==> src/rtl/mac_pipe.sv <==
// Two-stage pipelined unsigned multiply-add with valid/ready handshakes,
// frame-accumulate mode (dot product plus offset), optional saturation and overflow flag.
module mac_pipe #(
    parameter int SIZE_REG      = 8,
    parameter int SIZE_DATA_OUT = 24,
    parameter int LEN_W         = 8,
    parameter int SAT           = 1
) (
    input  logic                     clk,
    input  logic                     rst_n,
    input  logic                     in_valid,
    output logic                     in_ready,
    input  logic [SIZE_REG-1:0]      A,
    input  logic [SIZE_REG-1:0]      B,
    input  logic [SIZE_REG-1:0]      C,
    input  logic                     mode,
    input  logic [LEN_W-1:0]         len,
    output logic                     out_valid,
    input  logic                     out_ready,
    output logic [SIZE_DATA_OUT-1:0] DATA_OUT,
    output logic                     overflow,
    output logic                     busy
);

    localparam int PW = 2 * SIZE_REG;
    localparam int SW = SIZE_DATA_OUT + 1;

    // Frame tracking on the accept side: cnt counts terms of the current frame already taken in.
    logic [LEN_W-1:0]         r_cnt;
    logic                     r_mode;
    logic [LEN_W-1:0]         r_len_eff;

    logic                     r_s1_valid;
    logic                     r_s1_first;
    logic                     r_s1_last;
    logic [PW-1:0]            r_p;
    logic [SIZE_REG-1:0]      r_c;

    logic [SIZE_DATA_OUT-1:0] r_acc;
    logic                     r_acc_ovf;
    logic                     r_out_valid;
    logic [SIZE_DATA_OUT-1:0] r_data_out;
    logic                     r_overflow;

    logic                     w_en;
    logic                     w_accept;
    logic                     w_first;
    logic                     w_mode;
    logic [LEN_W-1:0]         w_len_in;
    logic [LEN_W-1:0]         w_len_eff;
    logic                     w_last;
    logic [SIZE_DATA_OUT-1:0] w_base;
    logic [SW-1:0]            w_sum;
    logic                     w_ovf;
    logic [SIZE_DATA_OUT-1:0] w_val;

    assign w_en      = !r_out_valid || out_ready;
    assign w_accept  = in_valid && w_en;
    assign w_first   = (r_cnt == '0);
    assign w_len_in  = (len == '0) ? LEN_W'(1) : len;
    // mode/len presented mid-frame are ignored; the values latched with the first term rule.
    assign w_mode    = w_first ? mode : r_mode;
    assign w_len_eff = w_first ? w_len_in : r_len_eff;
    assign w_last    = !w_mode || (r_cnt == w_len_eff - LEN_W'(1));

    // NOTE: every signal written in always_comb gets a default first so no latch is inferred.
    always_comb begin
        w_base = r_acc;
        w_ovf  = 1'b0;
        if (r_s1_first) begin
            w_base = SIZE_DATA_OUT'(r_c);
        end
        w_sum = SW'(w_base) + SW'(r_p);
        w_ovf = (!r_s1_first && r_acc_ovf) || w_sum[SIZE_DATA_OUT];
        w_val = ((SAT != 0) && w_ovf) ? '1 : w_sum[SIZE_DATA_OUT-1:0];
    end

    // NOTE: sequential state uses non-blocking assignments so all registers update from pre-edge values.
    always_ff @(posedge clk or negedge rst_n) begin
        if (!rst_n) begin
            r_cnt      <= '0;
            r_mode     <= 1'b0;
            r_len_eff  <= LEN_W'(1);
            r_s1_valid <= 1'b0;
            r_s1_first <= 1'b0;
            r_s1_last  <= 1'b0;
            r_p        <= '0;
            r_c        <= '0;
        end else if (w_en) begin
            r_s1_valid <= w_accept;
            if (w_accept) begin
                r_p        <= A * B;
                r_c        <= C;
                r_s1_first <= w_first;
                r_s1_last  <= w_last;
                r_cnt      <= w_last ? '0 : r_cnt + LEN_W'(1);
                if (w_first) begin
                    r_mode    <= mode;
                    r_len_eff <= w_len_in;
                end
            end
        end
    end

    always_ff @(posedge clk or negedge rst_n) begin
        if (!rst_n) begin
            r_acc       <= '0;
            r_acc_ovf   <= 1'b0;
            r_out_valid <= 1'b0;
            r_data_out  <= '0;
            r_overflow  <= 1'b0;
        end else if (w_en) begin
            if (r_s1_valid && r_s1_last) begin
                r_out_valid <= 1'b1;
                r_data_out  <= w_val;
                r_overflow  <= w_ovf;
            end else begin
                r_out_valid <= 1'b0;
            end
            if (r_s1_valid && !r_s1_last) begin
                r_acc     <= w_val;
                r_acc_ovf <= w_ovf;
            end
        end
    end

    assign in_ready  = w_en;
    assign out_valid = r_out_valid;
    assign DATA_OUT  = r_data_out;
    assign overflow  = r_overflow;
    assign busy      = r_s1_valid || (r_cnt != '0);

endmodule

==> config.mk <==
export PLATFORM = sky130hd
export DESIGN_NAME = mac_pipe
export DESIGN_NICKNAME = d
export VERILOG_FILES = /design/src/rtl/mac_pipe.sv
export SDC_FILE = /design/constraint.sdc
export NUM_CORES = 1
export LEC_CHECK = 0
export ABC_AREA = 1
export CAP_MARGIN = 40
export CORE_AREA = 2 2 92 138
export CTS_BUF_LIST = sky130_fd_sc_hd__clkbuf_4
export DETAILED_ROUTE_END_ITERATION = 10
export DIE_AREA = 0 0 94 140
export PLACE_DENSITY = 0.95
export SYNTH_ARGS = -nofsm -noshare
export SYNTH_HDL_FRONTEND = slang
export SYNTH_SLANG_ARGS = --single-unit
==> constraint.sdc <==
create_clock -name clk -period 6.7 [get_ports clk]
set_input_delay 1.005 -clock clk [delete_from_list [all_inputs] [get_ports clk]]
set_output_delay 1.005 -clock clk [all_outputs]
set_load 0.005 [all_outputs]
==> impl_metrics.tcl <==
set metrics [dict create \
    hold_depth 2 \
    r2r-start "r_s1_first$_DFFE_PN0P_" \
    place_congestion 0.926 \
    ys_warn_count 0 \
    slew_headroom 0.370 \
    status "completed" \
    core_area_sq_um 12000 \
    synth_commonest_cells "340 x nand2_1, 169 x inv_1, 94 x dfrtp_1, 58 x nor2_1" \
    critPathMostFrequentCell "fa_1" \
    cts_tree "done" \
    path_class "in2reg" \
    rows 49 \
    synth_largest_area_cell "dfrtp_1" \
    grt_overflow 0 \
    syn-num-nets 1181 \
    slowest_stage "clkdlybuf4s50_1" \
    wl_per_cell_um 13.7 \
    postCtsSetupBuffers 0 \
    grt_pass1_vias 7003 \
    skew_ns 0.0265 \
    power_mw 3.67 \
    io_pins 65 \
    dpl.hpwl_um 13700 \
    netlist_area_sq_um 7760 \
    holdBufCountCts 0 \
    design_area_sq_um 8560 \
    clk_pin_slew_ns 0.13 \
    report.final.hold_viol_count 0 \
    area_delta_synth_final_pct 10.3 \
    hp-class "reg2reg" \
    crit_cells 16 \
    track_usage 0.278 \
    crit_arrival_ns 5.36 \
    drc 0 \
    ctsResizeCount 0 \
    fin_tns_setup_ns 0 \
    finalSetupViolations 0 \
    dp_slack_ns 1.23 \
    yosysSeqAreaShare 0.306 \
    avgSynthCellArea_sq_um 7.38 \
    layout_min_cycle_time_ns 5.05 \
    critical_path_required_ns 7.01 \
    placed_cells 1235 \
    pwr_density_cell_nw_per_um2 429 \
    drt-pass1-iter-count 6 \
    setup.worst_path.start "B[7]" \
    portBuffers 64 \
    p_leak_nw 4.72 \
    fin_crit_sh 0.753 \
    r2r-end "r_acc[5]$_DFFE_PN0P_" \
    die_height_um 140 \
    synth_top_cell_area_share 0.303 \
    routed-via-count 6780 \
    synth_flop_cell "dfrtp_1" \
    utilization 0.716 \
    async_flop_share 1.00 \
    crit_fanout 8 \
    fmax_ghz 0.198 \
    crit_path_end "r_p[12]$_DFFE_PN0P_" \
    vias_per_cell 5.42 \
    die_w_um 94 \
    critical-path-top-delay-family "adder cells" \
    hold-worst-slack_ns 0.495 \
    ys_seq_elements 95 \
    ctsHtreeMaxLevel 3 \
    cp_num_buf_inv 4 \
    critical_path.max_stage_delay_ns 0.57 \
    wirelength_um 17100 \
    initial_core_util 0.649 \
    worstPathCellList "clkdlybuf4s50_1, nand2_1, inv_1, fa_1, fa_1, fa_1, inv_1, fa_1, inv_1, ha_1, nand2_1, o21ai_0, a21oi_1, o21ai_0, xnor2_1, o21ai_0" \
    postRouteAntennaNets 0 \
    fin_ws_ns 1.65 \
    cts_buffers 9 \
    grt_max_degree 55 \
    antenna_found_initial 1 \
    clock_latency_ns 0.45 \
    stdcell_count 1252 \
    r2r.worst_path.cells 17 \
    clkSinkCount 95 \
    startpoint_type "input port" \
    postSynthCellCount 1052 \
    worstSetupEndpointType "flip-flop" \
    synth-edff-count 0 \
    cts-root-buf "clkbuf_4" \
    grt_pass1_wl_um 29800 \
    clk_path_buf_depth 2 \
    drive_gt1_frac 0.0719 \
    initialDrtViolationCount 398 \
    regToRegSetupSlack_ns 2.69 \
    nets 1222 \
    worstMarginPinSlew_ns 0.944 \
    yosysMostFrequentCell "nand2_1" \
    die-area_sq_um 13200 \
    dpl-instance-area_sq_um 8450 \
    vdd_drop_max_mv 0.168 \
    drv_cap 0 \
    slew_viol_final 0 \
    yosys-top-cells-area "dfrtp_1 30%, nand2_1 16%, fa_1 9.5%" \
    rsz0062_at_grt "no" \
    synth_cell_type_count 46 \
]
## registers in the layout, summed over array words and instances (netlist names)
register / cells
DATA_OUT: 24
out_valid: 1
overflow: 1
r_acc: 24
r_acc_ovf: 1
r_c: 8
r_cnt: 8
r_len_eff: 8
r_mode: 1
r_p: 16
r_s1_first: 1
r_s1_last: 1
r_s1_valid: 1
## worst reg2reg max path: cells and delay by family, from the launching register on
kind | cells | cell delay [ns]
flip-flops | 1 | 0.99
AO/OA/AOI/OAI | 4 | 0.59
AND/OR/NAND/NOR | 9 | 1.33
adder cells (fa/ha/maj) | 1 | 0.24
buffers and inverters | 3 | 0.73
## area by class of cell
cell class | instances | area (sq um)
multi-input combinational | 744 | 4560
fill | 944 | 3400
sequential | 95 | 2380
timing repair buffer | 68 | 668
inverter | 175 | 657
tap | 153 | 191
clock buffer | 10 | 75.1
clock inverter | 6 | 27.5
antenna | 1 | 2.50
## layout by cell type (no fill, tap or decap), drive strengths merged, types with 37 or more instances in the layout
master / netlist / final
a21oi: 37 / 37
nand2: 352 / 352
nor2: 66 / 66
inv: 174 / 174
ha: 55 / 55
fa: 37 / 37
o21ai: 66 / 66
dfrtp: 94 / 94
clkdlybuf4s50: 0 / 63
nand3: 49 / 49
## cells by family (layout without fill, tap and decap cells)
logic type                 Yosys count  after routing  synth area share
AOI/OAI and AO/OA                  130            130            0.0966
xor gates and xnor gates            26             26            0.0293
adders and majority gates           92             92             0.184
buffers and inverters              213            259             0.107
DFF                                 95             95             0.306
other                                0              1                 0
and+or+nand+nor                    496            496             0.277
## metal layers
| metal | vias to the layer above | global-route usage | share of wire |
|---|---|---|---|
| li1 | 3343 | - | - |
| met1 | 3167 | 0.305 | 0.37 |
| met2 | 209 | 0.525 | 0.55 |
| met3 | 61 | 0.0339 | 0.041 |
| met4 | 0 | 0.121 | 0.038 |
| met5 | - | 0 | 0 |
## worst min-delay path by stage
stage / startpoint / to
finish: DATA_OUT[18]$_DFFE_PN0P_ / DATA_OUT[18]$_DFFE_PN0P_
global route: r_acc[20]$_DFFE_PN0P_ / r_acc[20]$_DFFE_PN0P_
CTS: DATA_OUT[20]$_DFFE_PN0P_ / DATA_OUT[20]$_DFFE_PN0P_
detailed placement: DATA_OUT[20]$_DFFE_PN0P_ / DATA_OUT[20]$_DFFE_PN0P_
global placement: r_mode$_DFFE_PN0P_ / r_mode$_DFFE_PN0P_
floorplan: r_c[1]$_DFFE_PN0P_ / r_c[1]$_DFFE_PN0P_
## power by group
part	leakage, nW	internal (mW)	switching, mW	total [mW]
Clock	0.0563	0.0754	0.183	0.258
Combinational	3.48	0.946	1.51	2.46
Sequential	1.18	0.806	0.154	0.960
Note: power is estimated with default switching activity, not from simulation.
